File: config.mk
export PLATFORM = sky130hd
export DESIGN_NAME = regfile_mp
export DESIGN_NICKNAME = d
export VERILOG_FILES = /design/src/rtl/regfile_mp.sv
export SDC_FILE = /design/constraint.sdc
export NUM_CORES = 1
export LEC_CHECK = 0
export CORE_UTILIZATION = 30
export CTS_CLUSTER_DIAMETER = 30
export DETAILED_ROUTE_END_ITERATION = 10
export GPL_ROUTABILITY_DRIVEN = 0
export HOLD_SLACK_MARGIN = 0.06
export PLACE_DENSITY_LB_ADDON = 0.15
export SKIP_CTS_REPAIR_TIMING = 1
export SLEW_MARGIN = 20
export SYNTH_ARGS = -nofsm -noshare
export SYNTH_HDL_FRONTEND = slang
export SYNTH_SLANG_ARGS = --single-unit
File: constraint.sdc
create_clock -name clock -period 7.2 [get_ports clock]
set_clock_uncertainty 0.2 [all_clocks]
set_input_delay 1.44 -clock clock [delete_from_list [all_inputs] [get_ports clock]]
set_output_delay 1.44 -clock clock [all_outputs]
set_load 0.01 [all_outputs]
File: src/rtl/regfile_mp.sv
// rtl/regfile_mp.sv - multi-read-port register file with byte-lane write masking and init sweep
module regfile_mp #(
    parameter int ADDR_SIZE = 5,
    parameter int BYTE_SIZE = 32,
    parameter int NUM_RD    = 2,
    parameter bit ZERO_REG  = 1'b1,
    parameter bit BYPASS    = 1'b1
) (
    input  logic                          clock,
    input  logic                          reset,
    input  logic                          wen,
    input  logic [ADDR_SIZE-1:0]          waddr,
    input  logic [BYTE_SIZE-1:0]          wdata,
    input  logic [BYTE_SIZE/8-1:0]        wmask,
    input  logic [NUM_RD*ADDR_SIZE-1:0]   raddr,
    output logic [NUM_RD*BYTE_SIZE-1:0]   rdata,
    output logic                          ready,
    output logic [ADDR_SIZE-1:0]          clr_addr
);

    localparam int                   DEPTH     = 2 ** ADDR_SIZE;
    localparam int                   LANES     = BYTE_SIZE / 8;
    localparam logic [ADDR_SIZE-1:0] LAST_ADDR = '1;

    typedef enum logic {
        CLEAR = 1'b0,
        RUN   = 1'b1
    } state_t;

    state_t                 state;
    state_t                 state_next;
    logic [ADDR_SIZE-1:0]   clr_next;
    logic                   ready_next;
    logic                   user_we;
    logic [BYTE_SIZE-1:0]   mem [DEPTH];

    // Writes to the hardwired zero entry are filtered here so the array never holds a nonzero there.
    assign user_we = (state == RUN) && wen && !(ZERO_REG && (waddr == '0));

    always_ff @(posedge clock) begin
        if (reset) begin
            state    <= CLEAR;
            clr_addr <= '0;
            ready    <= 1'b0;
        end else begin
            state    <= state_next;
            clr_addr <= clr_next;
            ready    <= ready_next;
        end
    end

    always_comb begin
        state_next = state;
        clr_next   = clr_addr;
        ready_next = ready;
        case (state)
            CLEAR: begin
                ready_next = 1'b0;
                if (clr_addr == LAST_ADDR) begin
                    state_next = RUN;
                    clr_next   = '0;
                    ready_next = 1'b1;
                end else begin
                    clr_next = clr_addr + ADDR_SIZE'(1);
                end
            end
            RUN: begin
                clr_next   = '0;
                ready_next = 1'b1;
            end
            default: begin
                state_next = CLEAR;
                clr_next   = '0;
                ready_next = 1'b0;
            end
        endcase
    end

    // The array has no reset; a reset edge leaves contents alone and the sweep clears them afterwards.
    always_ff @(posedge clock) begin
        if (!reset) begin
            if (state == CLEAR) begin
                mem[clr_addr] <= '0;
            end else if (user_we) begin
                for (int i = 0; i < LANES; i++) begin
                    if (wmask[i]) begin
                        mem[waddr][8*i +: 8] <= wdata[8*i +: 8];
                    end
                end
            end
        end
    end

    always_comb begin
        rdata = '0;
        for (int k = 0; k < NUM_RD; k++) begin
            logic [ADDR_SIZE-1:0] ra;
            logic [BYTE_SIZE-1:0] word;
            ra   = raddr[k*ADDR_SIZE +: ADDR_SIZE];
            word = mem[ra];
            if (BYPASS && user_we && (ra == waddr)) begin
                for (int i = 0; i < LANES; i++) begin
                    if (wmask[i]) begin
                        word[8*i +: 8] = wdata[8*i +: 8];
                    end
                end
            end
            if ((state != RUN) || (ZERO_REG && (ra == '0))) begin
                word = '0;
            end
            rdata[k*BYTE_SIZE +: BYTE_SIZE] = word;
        end
    end

endmodule
==> qor.csv <==
stage,metric,value,unit
status,status,finished clean,
critical_path,worst reg-to-reg setup slack,3.34,ns
finish,Fill cells,15029,
sta,final worst-path cycle share,99.19,%
power_and_ir_drop,LEAKAGE,23.68,nW
synthesis,"Seq/Total Area, Yosys",61.58,%
clock_tree,number of H-tree levels,5,
global_route,vias in the first global route,34439,
synthesis,syn_area_per_cell,16.62,sq um
sta,fin. max-slew vios,0,
critical_path,slowest cell delay on critical path,0.84,ns
critical_path,Reg2Reg Launch Point,ready$_SDFF_PP0_,
critical_path,Critical Path RT,5.56,ns
critical_path,kind of critical path,in2out,
global_route,Overflow after GRT,0,
floorplanning,Die Y,410.8,um
critical_path,CP Launch Type,primary input,
global_route,pin count of the biggest net entering global routing,76,
sta,Final min period,7.142,ns
place,hpwl dp,117700,um
clock_tree,Max clock buf depth,4,
floorplanning,row count,149,
synthesis,Area contributors post-synth,"edfxtp_1, mux4_2, mux2i_1",
route,DRC,0,
sta,Least-Margin Pin Slew,1.174,ns
route,DRT Pass-1 Iters,6,
floorplanning,core region area,165400,sq um
synthesis,number of synthesized flops with an enable pin,1024,
floorplanning,DIE WIDTH,410.8,um
route,vias per cell,5.635,
route,Final ANT Viol Nets,0,
clock_tree,CTS Sinks,1030,
place,IO buf count,123,
synthesis,ys flop type,edfxtp_1,
power_and_ir_drop,PD cells,314.2,nW/um^2
critical_path,crit-path most repeated cell,clkdlybuf4s50_1,
critical_path,critical path endpoint category,output port,
synthesis,Unique masters post-synth,58,
clock_tree,Clock Latency Late Sink,0.87,ns
power_and_ir_drop,peak supply drop,239.7,uV
synthesis,Synth Cell Area,50130,sq um
sta,Slew headroom,21.72,%
floorplanning,# IOs,124,
route,Wirelength per Cell,31.19,um
finish,P&R area growth vs syn,29.24,%
synthesis,top-area cell type share of the netlist area,61.34,%
finish,share of post-route cells with drive strength above 1,30.25,%
clock_tree,CTS tree,yes,
sta,Hold Slack,0.3890,ns
critical_path,CP max-delay cell,o21ai_0,
sta,final setup margin,0.05803,ns
route,initial DRC count,3252,
global_route,GRT Total Usage,21.33,%
critical_path,Critical path origin,waddr[4],
critical_path,CP Data Arrival Time,5.50,ns
floorplanning,die footprint,168700,sq um
sta,Final Hold Fails,0,
synthesis,syn nets,3073,
global_route,initial antenna violation count,12,
synthesis,asr flop ratio synth,0,%
finish,fin nets,3474,
clock_tree,Worst-path clk slew,0.04,ns
synthesis,"flops & latches, synth",1030,
critical_path,FF-to-FF End,mem[0][16]$_DFFE_PP_,
critical_path,CP Capture Point,rdata[19],
place,pre-CTS setup slack,0.2175,ns
synthesis,cell taking the most area after synthesis,edfxtp_1,
sta,RSZ-0062 raised after global routing,false,
critical_path,worst-path cell chain,"clkdlybuf4s50_1, or4_4, o211ai_4, nor4_2, buf_4, and2_1, or2_2, o21ai_0, clkdlybuf4s50_1",
critical_path,CP Max Fanout,6,
critical_path,cell count of the worst reg-to-reg path,5,
global_route,first-pass GRT wire length,255500,um
clock_tree,Clock Tree Root,clkbuf_16,
floorplanning,Initial Utilization,30.31,%
synthesis,Yosys warning count,0,
run,max cap viols,0,
route,via count,32781,
sta,final setup vio count,0,
sta,fmax,140.0,MHz
synthesis,Mapped Cells,3017,
hold_path,Min-Delay Path Class,reg2reg,
route,WL final,181400,um
clock_tree,TritonCTS Buffers,290,
-- registers in the layout, summed over array words and instances (netlist names) --
signal    flops
clr_addr      5
mem        1024
ready         1
-- cell families after synthesis --
kind of cell,share of synthesized area (%)
AND/OR/NAND/NOR,4.875
AO/OA/AOI/OAI,7.443
adder cells (fa/ha/maj),0.04991
XOR/XNOR,0.2097
buffers and inverters,2.583
flip-flops,61.58
multiplexers,23.26
-- worst min-delay path by stage --
| stage | startpoint | to | slack [ns] | cells past startpoint |
|---|---|---|---|---|
| after floorplan | clr_addr[0]$_SDFF_PP0_ | clr_addr[0]$_SDFF_PP0_ | 0.31 | 1 |
| after global placement | clr_addr[0]$_SDFF_PP0_ | clr_addr[0]$_SDFF_PP0_ | 0.34 | 1 |
| after detailed placement | clr_addr[0]$_SDFF_PP0_ | clr_addr[0]$_SDFF_PP0_ | 0.37 | 1 |
| after CTS | clr_addr[0]$_SDFF_PP0_ | clr_addr[0]$_SDFF_PP0_ | 0.38 | 1 |
| after global routing | clr_addr[0]$_SDFF_PP0_ | clr_addr[0]$_SDFF_PP0_ | 0.43 | 1 |
| final | clr_addr[0]$_SDFF_PP0_ | clr_addr[0]$_SDFF_PP0_ | 0.39 | 1 |
-- per-layer routing --
metal	global-route usage, %	wire [um]
met1	26.87	73590
met2	34.22	85840
met3	6.510	15590
met4	8.299	6356
met5	0	69
-- area by class of cell --
| type | count | area (sq um) | share of cell area [%] |
|---|---|---|---|
| inverters | 8 | 31.28 | 0.04828 |
| well taps | 2189 | 2739 | 4.228 |
| diodes | 2 | 5.005 | 0.007725 |
| flip-flops and latches | 1030 | 30870 | 47.65 |
| multi-input cells | 1722 | 18150 | 28.02 |
| clock buffers | 334 | 7592 | 11.72 |
| clock inverters | 166 | 2048 | 3.162 |
| repair buffers | 366 | 3351 | 5.172 |
-- synth_stat cells, types with 4 or more instances --
cell,count
buf_2,75
mux2i_1,375
o211ai_1,22
inv_1,6
a2111oi_0,6
o21ai_0,72
o32a_1,7
a221oi_1,135
nor3b_1,4
a31oi_1,14
nor2b_1,15
xnor2_1,9
mux4_2,348
o31ai_1,15
or2_2,4
nand2b_1,35
buf_4,45
dfxtp_1,6
a21oi_1,76
a221o_1,29
edfxtp_1,1024
buf_1,21
nor3_2,11
nor3_1,145
a22o_1,8
nor2_1,39
a211oi_1,12
nand3_1,22
and2_1,42
buf_6,5
nand4_1,10
nand2_1,122
a32oi_1,20
clkbuf_1,111
o32ai_1,7
a22oi_1,66
and3_1,21
-- critical path: cells and delay by family --
family | cells | cell delay (ns)
and+or+nand+nor | 4 | 1.35
AOI/OAI and AO/OA | 2 | 1.12
buffers and inverters | 3 | 1.59
-- report_power, final --
| part | total [mW] | internal, mW | leakage, nW | switching, mW |
|---|---|---|---|---|
| sequential | 6.58 | 6.56 | 11.1 | 0.0173 |
| combinational | 1.08 | 0.385 | 7.95 | 0.693 |
| clock | 12.7 | 9.03 | 4.66 | 3.67 |
| total | 20.4 | 16.0 | 23.7 | 4.38 |
-- metrics by stage --
| stage | TNS (ns) | utilization (%) | cells | power, mW | area [sq um] |
|---|---|---|---|---|---|
| after global placement | -0.3159 | 33.29 | 5312 | 7.754 | 55040 |
| after CTS | 0 | 39.16 | 5815 | 20.50 | 64750 |
| after global routing | 0 | 39.18 | 5815 | 20.88 | 64780 |
| after floorplan | 0 | - | 3017 | 7.293 | 50130 |
| after detailed placement | 0 | 33.33 | 5315 | 7.753 | 55110 |
| final | 0 | 39.18 | 5817 | 20.36 | 64790 |
-- layout by cell type, fill, tap and decap left out, drive strengths merged, types with 35 or more instances in the layout --
cell / instances
clkbuf: 334
edfxtp: 1024
clkdlybuf4s50: 114
a22oi: 66
nand2b: 35
a21oi: 77
a221oi: 135
clkinv: 95
o21ai: 74
nor3: 156
mux4: 348
and2: 43
nor2: 40
nand2: 122
buf: 252
bufinv: 45
mux2i: 377
Note: power is estimated with default switching activity, not from simulation.
